## config.mk

```make
export PLATFORM = sky130hd
export DESIGN_NAME = uart_tx_arbiter
export DESIGN_NICKNAME = d
export VERILOG_FILES = /design/src/rtl/uart_tx_arbiter.sv
export SDC_FILE = /design/constraint.sdc
export NUM_CORES = 1
export LEC_CHECK = 0
export ABC_AREA = 0
export BUFFER_PORTS_ARGS = -buffer_cell sky130_fd_sc_hd__clkbuf_2
export CORE_AREA = 4 4 68 70
export DETAILED_ROUTE_END_ITERATION = 16
export DIE_AREA = 0 0 72 74
export PLACE_DENSITY = 0.74
export RECOVER_POWER = 100
export SYNTH_ARGS = -nofsm -noshare
export SYNTH_HDL_FRONTEND = slang
export SYNTH_SLANG_ARGS = --single-unit
```

## constraint.sdc

```tcl
create_clock -name clk -period 1.77 [get_ports clk]
set_input_delay 0.177 -clock clk [delete_from_list [all_inputs] [get_ports clk]]
set_output_delay 0.177 -clock clk [all_outputs]
set_load 0.005 [all_outputs]
```

## src/rtl/uart_tx_arbiter.sv

```systemverilog
// Round-robin arbiter sharing one UART serializer among NUM_REQ byte requesters; a packet locks the grant until its last byte.
// Latency: req_valid to tx_req 1 cycle; req_ack pulses 1 cycle after tx_ready; 2 cycles of overhead per byte.
// Backpressure: a byte is held in SEND until tx_ready; requesters hold req_valid/req_data until their req_ack. Optional lock timeout: ARB_TIMEOUT_EN.
module uart_tx_arbiter #(
  parameter int NUM_REQ      = 4,
  parameter int LOCK_TIMEOUT = 65535
) (
  input  logic                 clk,
  input  logic                 reset,
  input  logic [NUM_REQ-1:0]   req_valid,
  input  logic [8*NUM_REQ-1:0] req_data,
  input  logic [NUM_REQ-1:0]   req_last,
  output logic [NUM_REQ-1:0]   req_ack,
  output logic                 tx_req,
  output logic [7:0]           tx_data,
  input  logic                 tx_ready,
  output logic [2:0]           grant_id,
  output logic                 locked,
  output logic                 lock_abort
);

  localparam int IDXW = (NUM_REQ > 1) ? $clog2(NUM_REQ) : 1;

  typedef enum logic [1:0] {IDLE, SEND, ACK} state_t;

  state_t              state_q, state_d;
  logic [IDXW-1:0]     gnt_q, gnt_d;
  logic [IDXW-1:0]     rr_q, rr_d;
  logic [IDXW-1:0]     rr_next;
  logic                last_q, last_d;
  logic                locked_q, locked_d;
  logic                tx_req_q, tx_req_d;
  logic [7:0]          tx_data_q, tx_data_d;
  logic [NUM_REQ-1:0]  req_ack_q, req_ack_d;
  logic                found;
  logic [IDXW-1:0]     win;
  logic [IDXW-1:0]     cand;
  int                  idx;

`ifdef ARB_TIMEOUT_EN
  localparam int CNT_W = $clog2(LOCK_TIMEOUT + 1);
  logic [CNT_W-1:0]    cnt_q, cnt_d;
  logic                abort_q, abort_d;
  assign lock_abort = abort_q;
`else
  logic                unused_timeout;
  assign unused_timeout = (LOCK_TIMEOUT > 0);
  assign lock_abort     = 1'b0;
`endif

  assign tx_req   = tx_req_q;
  assign tx_data  = tx_data_q;
  assign req_ack  = req_ack_q;
  assign grant_id = 3'(gnt_q);
  assign locked   = locked_q;

  // Next-state and registered-output logic: arbitration in IDLE, byte hold in SEND, lock bookkeeping in ACK
  always_comb begin
    state_d   = state_q;
    gnt_d     = gnt_q;
    rr_d      = rr_q;
    last_d    = last_q;
    locked_d  = locked_q;
    tx_req_d  = tx_req_q;
    tx_data_d = tx_data_q;
    req_ack_d = '0;
    found     = 1'b0;
    win       = '0;
    cand      = '0;
    idx       = 0;
`ifdef ARB_TIMEOUT_EN
    cnt_d     = '0;
    abort_d   = 1'b0;
`endif
    rr_next   = (gnt_q == IDXW'(NUM_REQ - 1)) ? '0 : gnt_q + IDXW'(1);

    unique case (state_q)
      IDLE: begin
        if (locked_q) begin
          // Only the lock owner may continue its packet
          if (req_valid[gnt_q]) begin
            found = 1'b1;
            win   = gnt_q;
          end
`ifdef ARB_TIMEOUT_EN
          else if (cnt_q == CNT_W'(LOCK_TIMEOUT)) begin
            locked_d = 1'b0;
            rr_d     = rr_next;
            abort_d  = 1'b1;
          end else begin
            cnt_d = cnt_q + CNT_W'(1);
          end
`endif
        end else begin
          // First valid requester at or after rr_q, wrapping
          for (int k = 0; k < NUM_REQ; k++) begin
            idx = int'(rr_q) + k;
            if (idx >= NUM_REQ) idx = idx - NUM_REQ;
            cand = IDXW'(idx);
            if (!found && req_valid[cand]) begin
              found = 1'b1;
              win   = cand;
            end
          end
        end
        if (found) begin
          tx_req_d  = 1'b1;
          tx_data_d = req_data[{win, 3'b000} +: 8];
          gnt_d     = win;
          last_d    = req_last[win];
          state_d   = SEND;
        end
      end
      SEND: begin
        if (tx_ready) begin
          tx_req_d         = 1'b0;
          req_ack_d[gnt_q] = 1'b1;
          state_d          = ACK;
        end
      end
      ACK: begin
        // Requesters update valid/data during this cycle, so nothing is sampled here
        state_d = IDLE;
        if (last_q) begin
          locked_d = 1'b0;
          rr_d     = rr_next;
        end else begin
          locked_d = 1'b1;
        end
      end
      default: state_d = IDLE;
    endcase
  end

  // State and output registers with synchronous reset; an in-flight byte is dropped
  always_ff @(posedge clk) begin
    if (reset) begin
      state_q   <= IDLE;
      gnt_q     <= '0;
      rr_q      <= '0;
      last_q    <= 1'b0;
      locked_q  <= 1'b0;
      tx_req_q  <= 1'b0;
      tx_data_q <= '0;
      req_ack_q <= '0;
`ifdef ARB_TIMEOUT_EN
      cnt_q     <= '0;
      abort_q   <= 1'b0;
`endif
    end else begin
      state_q   <= state_d;
      gnt_q     <= gnt_d;
      rr_q      <= rr_d;
      last_q    <= last_d;
      locked_q  <= locked_d;
      tx_req_q  <= tx_req_d;
      tx_data_q <= tx_data_d;
      req_ack_q <= req_ack_d;
`ifdef ARB_TIMEOUT_EN
      cnt_q     <= cnt_d;
      abort_q   <= abort_d;
`endif
    end
  end

endmodule

```

# Word-level counts from Yosys, hierarchy flattened

Index checks and enable logic that the tools add are counted.

Output and inout bits: 18
Bits in registers: 21
Logic and storage cells: 103
Bits of input ports: 43

Mux-type cells: 54
Add/subtract/negate cells: 8
Reduce and logical (&&, ||, !) cells: 14
$lt $le $gt $ge: 11
Shifts and indexed selects: 1
Bitwise gates (word level): 2
Equal/unequal tests: 5

Operators by type and width:

| operator                                                                      | number |
|---|---|
| 2-bit 2-to-1 mux                                                              | 22 |
| 32-bit by 6-bit variable part select with 8-bit output                        | 1 |
| 1-bit 2-to-1 mux                                                              | 23 |
| 2-bit by 3-bit less-than comparator with 1-bit output (second input constant) | 6 |
| 1-bit binary-select mux with 2-bit select                                     | 6 |
| 3-bit >= comparator (second input constant)                                   | 3 |
| 2-bit by 1-bit subtractor with 2-bit output (second input constant)           | 4 |
| 2-bit by 2-bit adder with 3-bit output (second input constant)                | 2 |
| 2-bit AND reduction                                                           | 3 |
| 2-bit equality test (second input constant)                                   | 2 |
| 1-bit logical AND                                                             | 4 |
| 2-bit != test (second input constant)                                         | 2 |
| 2-bit case mux with 2 select lines                                            | 1 |
| 2-bit by 1-bit adder with 3-bit output (second input constant)                | 1 |
| 2-bit by 3-bit >= comparator with 1-bit output (second input constant)        | 1 |
| 1-bit logical NOT                                                             | 3 |
| 3-bit AND reduction                                                           | 1 |
| 3-bit OR reduction                                                            | 1 |
| 2-bit by 1-bit adder with 2-bit output (second input constant)                | 1 |
| 1-bit demux with 2-bit select                                                 | 1 |
| 2-bit by 1-bit equality test with 1-bit output (second input constant)        | 1 |
| 2-bit by 1-bit >= comparator with 1-bit output (second input constant)        | 1 |
| 2-bit logical NOT                                                             | 1 |
| 1-bit NOT                                                                     | 2 |
| 2 further kinds                                                               | 2 |

# Depth between registers and ports, before layout

Gate-level depths: netlist (run 1).

Depth after elaboration: 26
Mapped depth: 7
Gate-level depth less buffers: 5

# Worst setup path before layout (run 1)

OpenSTA, ideal clock, no wires.

Path kind: register to register
Start: register gnt_q[0]
End: register last_q
Path buffers: 2
Stages on the path, launching flop included: 8
Setup time: 0.136 ns
Setup slack: -0.051 ns
Required time: 1.634 ns
Period minus slack after synthesis: 1.821 ns
Data arrival time: 1.684 ns
Cell sequence: dfxtp_1 -> mux2i_1 -> buf_2 -> nor2_4 -> clkbuf_1 -> and2b_1 -> a211oi_2 -> o221ai_1

Word-level cells in the longest chain between the ends: 7
Elaborated cells on any way between the ends: 11
Those cells by class: mux (10); reduce/logical (1)

Ends and longest elaborated chain:

| what                                      | RTL line | text |
|---|---|---|
| start: declaration                        | 27       | `logic [IDXW-1:0] gnt_q, gnt_d;` |
| start signal: assignment                  | 152      | `gnt_q <= gnt_d;` |
| 1-bit binary-select mux with 2-bit select | 81       | `if (req_valid[gnt_q]) begin` |
| 1-bit 2-to-1 mux (not written as such)    | 81       |  |
| 2-bit 2-to-1 mux                          | 81       |  |
| 2-bit 2-to-1 mux                          | 79       | `if (locked_q) begin` |
| 2-bit 2-to-1 mux                          | 77       | `unique case (state_q)` |
| 1-bit binary-select mux with 2-bit select | 110      | `last_d = req_last[win];` |
| 1-bit 2-to-1 mux (not written as such)    | 110      |  |
| end signal: assignment                    | 154      | `last_q <= last_d;` |
| end: declaration                          | 30       | `logic last_q, last_d;` |

Parallel ways exist; a longest one is shown, timed or not. The select of a mux whose other input is x is not followed.
A chain may end at the register's enable or synchronous reset.

# Worst setup path after layout (run 1)

Start: register rr_q[1]
End: register tx_data_q[7] (netlist: tx_data[7])

Word-level cells in the longest chain between the ends: 25
Elaborated cells on any way between the ends: 57
Those cells by class: add/sub (7); order compare (4); shift (1); mux (38); reduce/logical (7)

Ends and longest elaborated chain:

| what                                                                                                          | RTL line | text |
|---|---|---|
| start: declaration                                                                                            | 28       | `logic [IDXW-1:0] rr_q, rr_d;` |
| start signal: assignment                                                                                      | 153      | `rr_q <= rr_d;` |
| 2-bit by 3-bit >= comparator with 1-bit output or 2-bit by 1-bit subtractor with 2-bit output (tied branches) | 98       | `if (idx >= NUM_REQ) idx = idx - NUM_REQ;` |
| 2-bit 2-to-1 mux                                                                                              | 98       |  |
| 2-bit 2-to-1 mux                                                                                              | 79       |  |
| 2-bit 2-to-1 mux                                                                                              | 77       |  |
| 1-bit binary-select mux with 2-bit select                                                                     | 100      | `if (!found && req_valid[cand]) begin` |
| 1-bit 2-to-1 mux (not written as such)                                                                        | 100      |  |
| 1-bit 2-to-1 mux                                                                                              | 100      |  |
| 1-bit 2-to-1 mux                                                                                              | 79       |  |
| [9 not listed]                                                                                                | n/a      |  |
| 1-bit 2-to-1 mux                                                                                              | 79       |  |
| 1-bit 2-to-1 mux                                                                                              | 77       |  |
| 1-bit logical NOT                                                                                             | 100      |  |
| 1-bit logical AND                                                                                             | 100      |  |
| 2-bit 2-to-1 mux or 1-bit 2-to-1 mux (tied branches)                                                          | 100      |  |
| 2-bit 2-to-1 mux or 1-bit 2-to-1 mux (tied branches)                                                          | 79       |  |
| 2-bit 2-to-1 mux or 1-bit 2-to-1 mux (tied branches)                                                          | 77       |  |
| 32-bit by 6-bit variable part select with 8-bit output or 2-bit AND reduction (tied branches)                 | n/a      |  |
| end signal: assignment                                                                                        | 157      | `tx_data_q <= tx_data_d;` |
| end: declaration                                                                                              | 33       | `logic [7:0] tx_data_q, tx_data_d;` |

Parallel ways exist; a longest one is shown, timed or not. The select of a mux whose other input is x is not followed.

==> results of run 1 <==
through the flow:
stage	hold WS, ps	util (%)
after global placement	449	55.3
after CTS	204	58.2
after floorplan	363	-
after global routing	209	64.9
final	204	64.9
after detailed placement	451	55.3
cell families after synthesis:
group,Yosys count,synth area share (%)
compound gates,62,32.6
fa+ha+maj,4,2.89
buf+inv,40,10.5
flops,21,24.3
mux,3,1.73
other cells,1,0.217
simple gates,78,27.7
layout by cell type (no fill, tap or decap), drive strengths merged, types with 4 or more instances in the layout:
cell type,n
a2111oi,18
dfxtp,21
buf,34
inv,21
nor2b,12
a21oi,5
clkbuf,60
o221ai,10
a211oi,20
and2,4
nor2,10
nand3b,10
nor3,19
and2b,10
ha,4
routing by layer:
| layer | vias up | wire length, um | GRT usage (%) |
|---|---|---|---|
| met4 | 0 | 146 | 4.18 |
| met3 | 17 | 382 | 3.78 |
| met1 | 907 | 2420 | 24.7 |
| met5 | - | 0 | 0 |
| met2 | 88 | 2950 | 33.6 |
| li1 | 936 | - | - |
cell type report:
type                            count  area [sq um]
Fill cell                         328          1390
Multi-Input combinational cell    149          1380
Tap cell                           50          62.6
Sequential cell                    21           428
Timing Repair Buffer               91           583
Clock inverter                      1          5.00
Clock buffer                        3          41.3
Inverter                           21          78.8
how the worst min path moves through the flow:
stage                                    from                       to  cells after the start
after detailed placement  tx_req$_SDFFE_PP0P_      tx_req$_SDFFE_PP0P_                      2
after floorplan                      tx_ready  state_q[0]$_SDFFE_PP0P_                      2
after global placement    tx_req$_SDFFE_PP0P_      tx_req$_SDFFE_PP0P_                      2
after global routing                 tx_ready  state_q[0]$_SDFFE_PP0P_                      3
after CTS                            tx_ready  state_q[0]$_SDFFE_PP0P_                      3
final                                tx_ready  state_q[0]$_SDFFE_PP0P_                      3
repair_timing:
| action | 4_1_cts | 5_1_grt |
|---|---|---|
| pin swaps | 2 | 14 |
| buffers inserted | 0 | 6 |
| gates cloned | 0 | 1 |
| endpoints found under the setup margin | 9 | 10 |
| resized for setup | 16 | 48 |
Yosys cell counts (all sizes together), types with 4 or more instances:
cell type / number / area (sq um)
nor2b: 12 / 75.1
nand3b: 10 / 75.1
nor3: 19 / 95.1
a2111oi: 18 / 170
and2: 4 / 25.0
dfxtp: 21 / 420
and2b: 10 / 75.1
buf: 8 / 62.6
a211oi: 20 / 200
o221ai: 10 / 93.8
clkbuf: 11 / 41.3
inv: 21 / 78.8
ha: 4 / 50.1
a21oi: 5 / 28.8
nor2: 10 / 45.0
worst max-delay path, cell delays in order (launching register included):
cell and delay, ps:
dfxtp_2 330, and4bb_1 320, a21oi_2 70, a211o_4 390, buf_12 170, a211oi_2 220, o221ai_1 170
power by group:
part,internal [mW],switching [mW],leakage [nW]
clock network,0.157,0.166,0.0255
registers,0.519,0.0342,0.174
logic,0.251,0.266,0.874
total,0.927,0.467,1.07
flip-flops by register name, indices dropped and copies added (netlist names):
signal and count:
locked 1, tx_req 1, rr_q 2, tx_data 8, last_q 1, gnt_q 2, req_ack 4, state_q 2
==> impl_metrics.ini, run 1 <==
[pwr]
cellPowerDensity_nw_per_um2 = 540
leakage_nw = 1.07
vdd_drop_max_uv = 349
post-layout-total-power_mw = 1.39

[grt]
globalRoute.totalOverflow = 0
grt_pass1_wl_um = 8290
pin_count_of_the_biggest_net_entering_global_routing = 19
initial_antenna_violation_count = 0
grt_pass1_vias = 1825
grt.total_usage_pct = 19.2

[status]
violated_checks = setup timing
result_of_the_run = finished, violations left

[job]
drv.max_cap_violation_count = 0

[setup_path]
start_of_the_worst_register_to_register_path = rr_q[1]$_SDFFE_PP0P_
worst_setup_path_startpoint = rr_q[1]$_SDFFE_PP0P_
worst_setup_path_end_kind = flop
rr_worst_depth = 6
cp-endpoint = tx_data[7]$_SDFFE_PP0P_
regToRegEndpoint = tx_data[7]$_SDFFE_PP0P_
cp.arrival_ps = 1940
path_max_fanout = 10
crit_required_ps = 1900
timing.critical_path.from_type = flop
worst-r2r-setup-slack_ps = -40
critical_path_class = reg -> reg

[timing]
final.period_utilization_pct = 102
layout_min_cycle_time_ps = 1810
final_hold_viol_count = 0
finalWorstSetupSlack_ps = -43.6
fmax_mhz = 551
tns_ps = -92.4
setup_viol = 3
final_max_slew_viol_count = 0
worst_clock_skew_ps = 2.22
setup_repair_after_global_routing_missed_its_margin = yes

[placement]
place.gp.congestion = 0.832
detailed_place_hpwl_um = 3880
cell_area_after_placement_sq_um = 2200
preCtsSetupSlack_ps = -161
port_buffers = 58
placed_cells_incl_taps = 325

[clock_tree]
root_buffer = clkbuf_8
clock_sink_count = 21
cts_tree = done
cts_htree_levels = 1
cts-root-to-sink-buffers = 2
cts_made_buffers = 3
insertion_delay_to_the_later_sink_of_the_worst_skew_pair_ps = 260
cts_hold_buf = 0
cts.reportedPaths.clkPinSlew_ps = 80

[drt]
drc_errors = 0
via_per_inst = 5.80
postRouteWirelength_um = 5900
detail_route.iter0.violations = 123
first_pass_iters = 4
num_vias = 1948
final_antenna_net_count = 0
route.detailed.wl_per_inst_um = 17.6

[die]
core_area_sq_um = 3970
die_area_sq_um = 5330
fp.dieH_um = 74
die_width_um = 72
rows = 23
top_level_i_o_count = 61
floorplan.initialDensity_pct = 43.6

[synth]
ys_types = 42
synth-async-reset-ratio_pct = 0
yosys_register_bits = 21
synth_flop_cell = dfxtp_1
synth_area_sq_um = 1730
synth_edf_count = 0
ys.warnings.count = 0
synthesis.instances = 209
synthesis.area_per_instance_sq_um = 8.29
seq_area_frac_synth_pct = 24.3

[hold_path]
min-delay-path-class = in -> reg

[layout]
share_of_final_layout_standard_cells_stronger_than_drive_strength_1_pct = 50.0
postLayoutCellArea_sq_um = 2580
nets = 334
synthToLayoutAreaGrowth_pct = 48.9
instances_no_fill = 336
num_antenna_cells = 0
Note: power is estimated with default switching activity, not from simulation.
==> inputs of run 2 (changes only) <==
CORE_AREA = 4 4 64 66   (was 4 4 68 70)
DIE_AREA = 0 0 68 70   (was 0 0 72 74)
PLACE_DENSITY = 0.8   (was 0.74)
clock period = 1.8 ns   (was 1.77 ns; I/O delays follow)
==> run 2 against run 1 <==
Against the previous run: the flow still finishes with violations (setup timing); clock skew shrank 0.92 ps; total power shrank 6.2%; die area shrank 11%; critical path depth is the same; non-clock buffer count shrank 11; clock power shrank 27%; cell area shrank 1.1%; sequential power shrank 0.7%; global-route usage grew 1.1 points; register-to-register slack lost 30 ps; worst hold slack lost 59 ps; largest cell class unchanged.
==> impl_metrics.ini, run 2 (synthesized netlist as in run 1, its figures left out) <==
[status]
result_of_the_run = finished, violations left
violated_checks = setup timing

[grt]
grt.total_usage_pct = 20.4
grt_pass1_wl_um = 7780
pin_count_of_the_biggest_net_entering_global_routing = 20
globalRoute.totalOverflow = 0
grt_util_met3_pct = 2.57
grt_util_met2_pct = 34.6
initial_antenna_violation_count = 0
grt_pass1_vias = 1770
global_route.peak_usage_layer = met2
global_route.usage.met1_pct = 25.2

[setup_path]
path_max_fanout = 8
critical_path_class = reg -> reg
crit_required_ps = 1990
worst_setup_path_end_kind = flop
timing.critical_path.from_type = flop
cp.arrival_ps = 2070

[layout]
utilization_pct = 71.3
largest_register_ffs = 8
share_of_final_layout_standard_cells_stronger_than_drive_strength_1_pct = 47.3
num_antenna_cells = 0
num-fill-cells = 282
synthToLayoutAreaGrowth_pct = 47.3
layout.cells.most_common = clkbuf_2
nets = 325
layout.cells.most_common_list = clkbuf_2, inv_1, nor3_1

[die]
floorplan.initialDensity_pct = 48.4
fp.dieH_um = 70
die_width_um = 68
top_level_i_o_count = 61
rows = 22
die_area_sq_um = 4760
core_area_sq_um = 3580

[drt]
route.detailed.wl_per_inst_um = 17.1
detail_route.iter0.violations = 106
via_per_inst = 5.95
drc_errors = 0
final_antenna_net_count = 0
first_pass_iters = 4
num_vias = 1935
postRouteWirelength_um = 5560

[placement]
port_buffers = 58
detailed_place_hpwl_um = 3740
place.gp.congestion = 0.848

[timing]
slew_headroom_pct = 57.6
tns_ps = -253
layout_min_cycle_time_ps = 1870
final_hold_viol_count = 0
setup_viol = 8
fmax_mhz = 534
final.period_utilization_pct = 104
setup_repair_after_global_routing_missed_its_margin = yes
final_max_slew_viol_count = 0
worst_clock_skew_ps = 1.30
finalWorstSetupSlack_ps = -70.9
max_slew.worst_pin.slew_ps = 620

[clock_tree]
root_buffer = clkbuf_4
cts_htree_levels = 1
cts_tree = done
clock_sink_count = 21
cts_setup_buffers = 0
insertion_delay_to_the_later_sink_of_the_worst_skew_pair_ps = 310
cts.reportedPaths.clkPinSlew_ps = 120
cts_made_buffers = 3
cts-root-to-sink-buffers = 2

[hold_path]
min-delay-path-class = in -> reg

[pwr]
cellPowerDensity_nw_per_um2 = 512
post-layout-total-power_mw = 1.31
vdd_drop_max_uv = 309
leakage_nw = 1.02

[job]
drv.max_cap_violation_count = 0
==> run 2: layout make-up <==
type / instances / area (sq um) / share of cell area, %
sequential: 21 / 425 / 16.7
inverter: 21 / 78.8 / 3.09
clock inverter: 1 / 7.51 / 0.294
timing repair buffer: 80 / 504 / 19.8
clock buffer: 3 / 22.5 / 0.883
multi-input combinational: 151 / 1450 / 56.9
tap: 48 / 60.1 / 2.36
==> run 2: worst max-delay path, cell delays in order (launching register included) <==
cell and delay [ps]:
dfxtp_2 350, and4bb_4 350, a21oi_4 60, a211o_4 400, buf_12 170, a211oi_4 270, o221ai_1 140
==> run 2: final timing paths <==
kind	cells after the start	startpoint	slack (ps)	to
max	6	rr_q[1]$_SDFFE_PP0P_	-70	tx_data[3]$_SDFFE_PP0P_
min	3	tx_ready	140	state_q[0]$_SDFFE_PP0P_
max reg2reg	6	rr_q[1]$_SDFFE_PP0P_	-70	tx_data[3]$_SDFFE_PP0P_
min reg2reg	2	tx_req$_SDFFE_PP0P_	480	tx_req$_SDFFE_PP0P_
==> run 2: stage by stage <==
stage	setup WS [ps]	hold slack, ps	std cells	area, sq um
3_5_place_dp	-139	462	318	2160
3_3_place_gp	-114	444	318	2160
5_1_grt	-111	162	325	2550
2_1_floorplan	0.454	366	210	1740
4_1_cts	6.04	144	322	2280
6_report	-70.9	145	325	2550
==> run 2: per-layer routing <==
| layer | vias to the layer above | routed length, um | share of wire [%] |
|---|---|---|---|
| li1 | 910 | - | - |
| met1 | 924 | 2200 | 40 |
| met2 | 86 | 2890 | 52 |
| met3 | 15 | 320 | 5.8 |
| met4 | 0 | 149 | 2.7 |
| met5 | - | 0 | 0 |
==> run 2: report_power, final <==
group	leakage, nW	switching, mW	internal, mW
Combinational	0.828	0.269	0.252
Clock	0.0139	0.151	0.0847
Sequential	0.174	0.0377	0.512
Total	1.02	0.458	0.848
==> run 2: repair_timing <==
item | 4_1_cts | 5_1_grt
pin swaps | 3 | 6
gates cloned | 0 | 3
hold buffers | 0 | 0
setup endpoints to repair | 10 | 11
gates resized for setup | 21 | 38
==> inputs of run 3 (changes only) <==
RECOVER_POWER = unset   (was 100)
==> run 3 against run 2 <==
Against the previous run: the flow still finishes with violations (setup timing); combinational power up 0.8%; cell area is 0.39% higher; largest cell class unchanged; critical path type unchanged; fmax decreased by 0.12%.
==> impl_metrics.ini, run 3 (synthesized netlist as in run 1, its figures left out) <==
[status]
result_of_the_run = finished, violations left
violated_checks = setup timing

[timing]
max_slew.worst_pin.slew_ps = 620
final_max_slew_viol_count = 0
finalWorstSetupSlack_ps = -73.1
final_hold_viol_count = 0
fmax_mhz = 534
layout_min_cycle_time_ps = 1870
final.period_utilization_pct = 104
worst_clock_skew_ps = 2.72
setup_viol = 8
setup_repair_after_global_routing_missed_its_margin = yes
slew_headroom_pct = 57.6

[placement]
place.gp.congestion = 0.848
port_buffers = 58
cell_area_after_placement_sq_um = 2160
preCtsSetupSlack_ps = -139
detailed_place_hpwl_um = 3740

[layout]
layout.cells.most_common_list = clkbuf_2, inv_1, nor3_1
synthToLayoutAreaGrowth_pct = 47.8
largest_register_ffs = 8
postLayoutCellArea_sq_um = 2560
layout.cells.most_common = clkbuf_2
nets = 325
num_antenna_cells = 0
share_of_final_layout_standard_cells_stronger_than_drive_strength_1_pct = 49.5

[clock_tree]
cts_made_buffers = 3
cts_htree_levels = 1
root_buffer = clkbuf_4
cts-root-to-sink-buffers = 2
clock_sink_count = 21
cts.reportedPaths.clkPinSlew_ps = 120
insertion_delay_to_the_later_sink_of_the_worst_skew_pair_ps = 310
cts_tree = done
cts_setup_buffers = 0

[setup_path]
cell_breakdown_of_the_critical_path = and4bb_4, a21oi_4, a211o_4, buf_12, a211oi_4, o221ai_1
crit_required_ps = 1990
worst-r2r-setup-slack_ps = -70
start_of_the_worst_register_to_register_path = rr_q[1]$_SDFFE_PP0P_
slowest_stage_delay_on_critical_path_ps = 400
regToRegEndpoint = tx_data[3]$_SDFFE_PP0P_
critical_path_class = reg -> reg
timing.critical_path.from_type = flop
path_max_fanout = 8
worst_setup_path_end_kind = flop
cp.arrival_ps = 2070
cp_num_buf_inv = 1
crit_family = compound AO/OA/AOI/OAI gates
rr_worst_depth = 6
critPathSlowestCell = a211o_4

[job]
drv.max_cap_violation_count = 0

[grt]
grt_pass1_vias = 1770
initial_antenna_violation_count = 0
globalRoute.totalOverflow = 0
pin_count_of_the_biggest_net_entering_global_routing = 20
grt_pass1_wl_um = 7780
grt_util_met2_pct = 34.6
grt.total_usage_pct = 20.4
global_route.usage.met1_pct = 25.2
grt_util_met3_pct = 2.57
global_route.peak_usage_layer = met2

[drt]
drc_errors = 0
detail_route.iter0.violations = 104
postRouteWirelength_um = 5550
route.detailed.wl_per_inst_um = 17.1
final_antenna_net_count = 0
first_pass_iters = 4
num_vias = 1934
via_per_inst = 5.95

[die]
top_level_i_o_count = 61
rows = 22
floorplan.initialDensity_pct = 48.4
die_area_sq_um = 4760
die_width_um = 68
core_area_sq_um = 3580
fp.dieH_um = 70

[pwr]
cellPowerDensity_nw_per_um2 = 512
vdd_drop_max_uv = 312
leakage_nw = 1.04
post-layout-total-power_mw = 1.31

[hold_path]
min-delay-path-class = in -> reg
hold_end = state_q[0]$_SDFFE_PP0P_
min_path_cells = 3
hold_path_startpoint = tx_ready
[run 3: through the flow]
step | std cells | utilization [%] | TNS (ps) | hold slack [ps]
after floorplan | 210 | - | 0 | 366
after global placement | 318 | 60.5 | -432 | 444
after detailed placement | 318 | 60.5 | -775 | 462
after CTS | 322 | 63.8 | 0 | 144
after global routing | 325 | 71.5 | -699 | 162
final | 325 | 71.5 | -264 | 145
[run 3: layout make-up]
cell class,count,area (sq um)
clock buffers,3,22.5
clock inverters,1,7.51
repair buffers,80,514
inverters,21,78.8
well taps,48,60.1
flip-flops and latches,21,425
fillers,277,1020
multi-input cells,151,1450
[run 3: where the power goes]
group / internal, mW / leakage (nW) / switching [mW]
Combinational: 0.256 / 0.850 / 0.269
Sequential: 0.512 / 0.174 / 0.0378
Clock: 0.0847 / 0.0139 / 0.152
[run 3: repair_timing]
item / in CTS / in global routing
setup endpoints to repair: 10 / 11
resized for setup: 21 / 38
gates cloned: 0 / 3
hold buffers: 0 / 0
pin swaps: 3 / 6
[run 3: worst max path at each step]
| stage | start | end | depth (start not counted) |
|---|---|---|---|
| final | rr_q[1]$_SDFFE_PP0P_ | tx_data[3]$_SDFFE_PP0P_ | 6 |
| after global routing | rr_q[1]$_SDFFE_PP0P_ | tx_data[1]$_SDFFE_PP0P_ | 6 |
| after CTS | rr_q[0]$_SDFFE_PP0P_ | last_q$_SDFFE_PP0P_ | 6 |
| after detailed placement | rr_q[0]$_SDFFE_PP0P_ | tx_data[3]$_SDFFE_PP0P_ | 6 |
| after global placement | rr_q[0]$_SDFFE_PP0P_ | tx_data[3]$_SDFFE_PP0P_ | 6 |
| after floorplan | rr_q[1]$_SDFFE_PP0P_ | last_q$_SDFFE_PP0P_ | 7 |
[run 3: worst min-delay path, cell delays in order]
cell and delay [ps]:
clkbuf_2 90, or3b_2 100, a21oi_1 50
[run 3: routing by layer]
metal | wire length, um | part of all wire [%]
met1 | 2200 | 40
met2 | 2890 | 52
met3 | 312 | 5.6
met4 | 149 | 2.7
met5 | 0 | 0
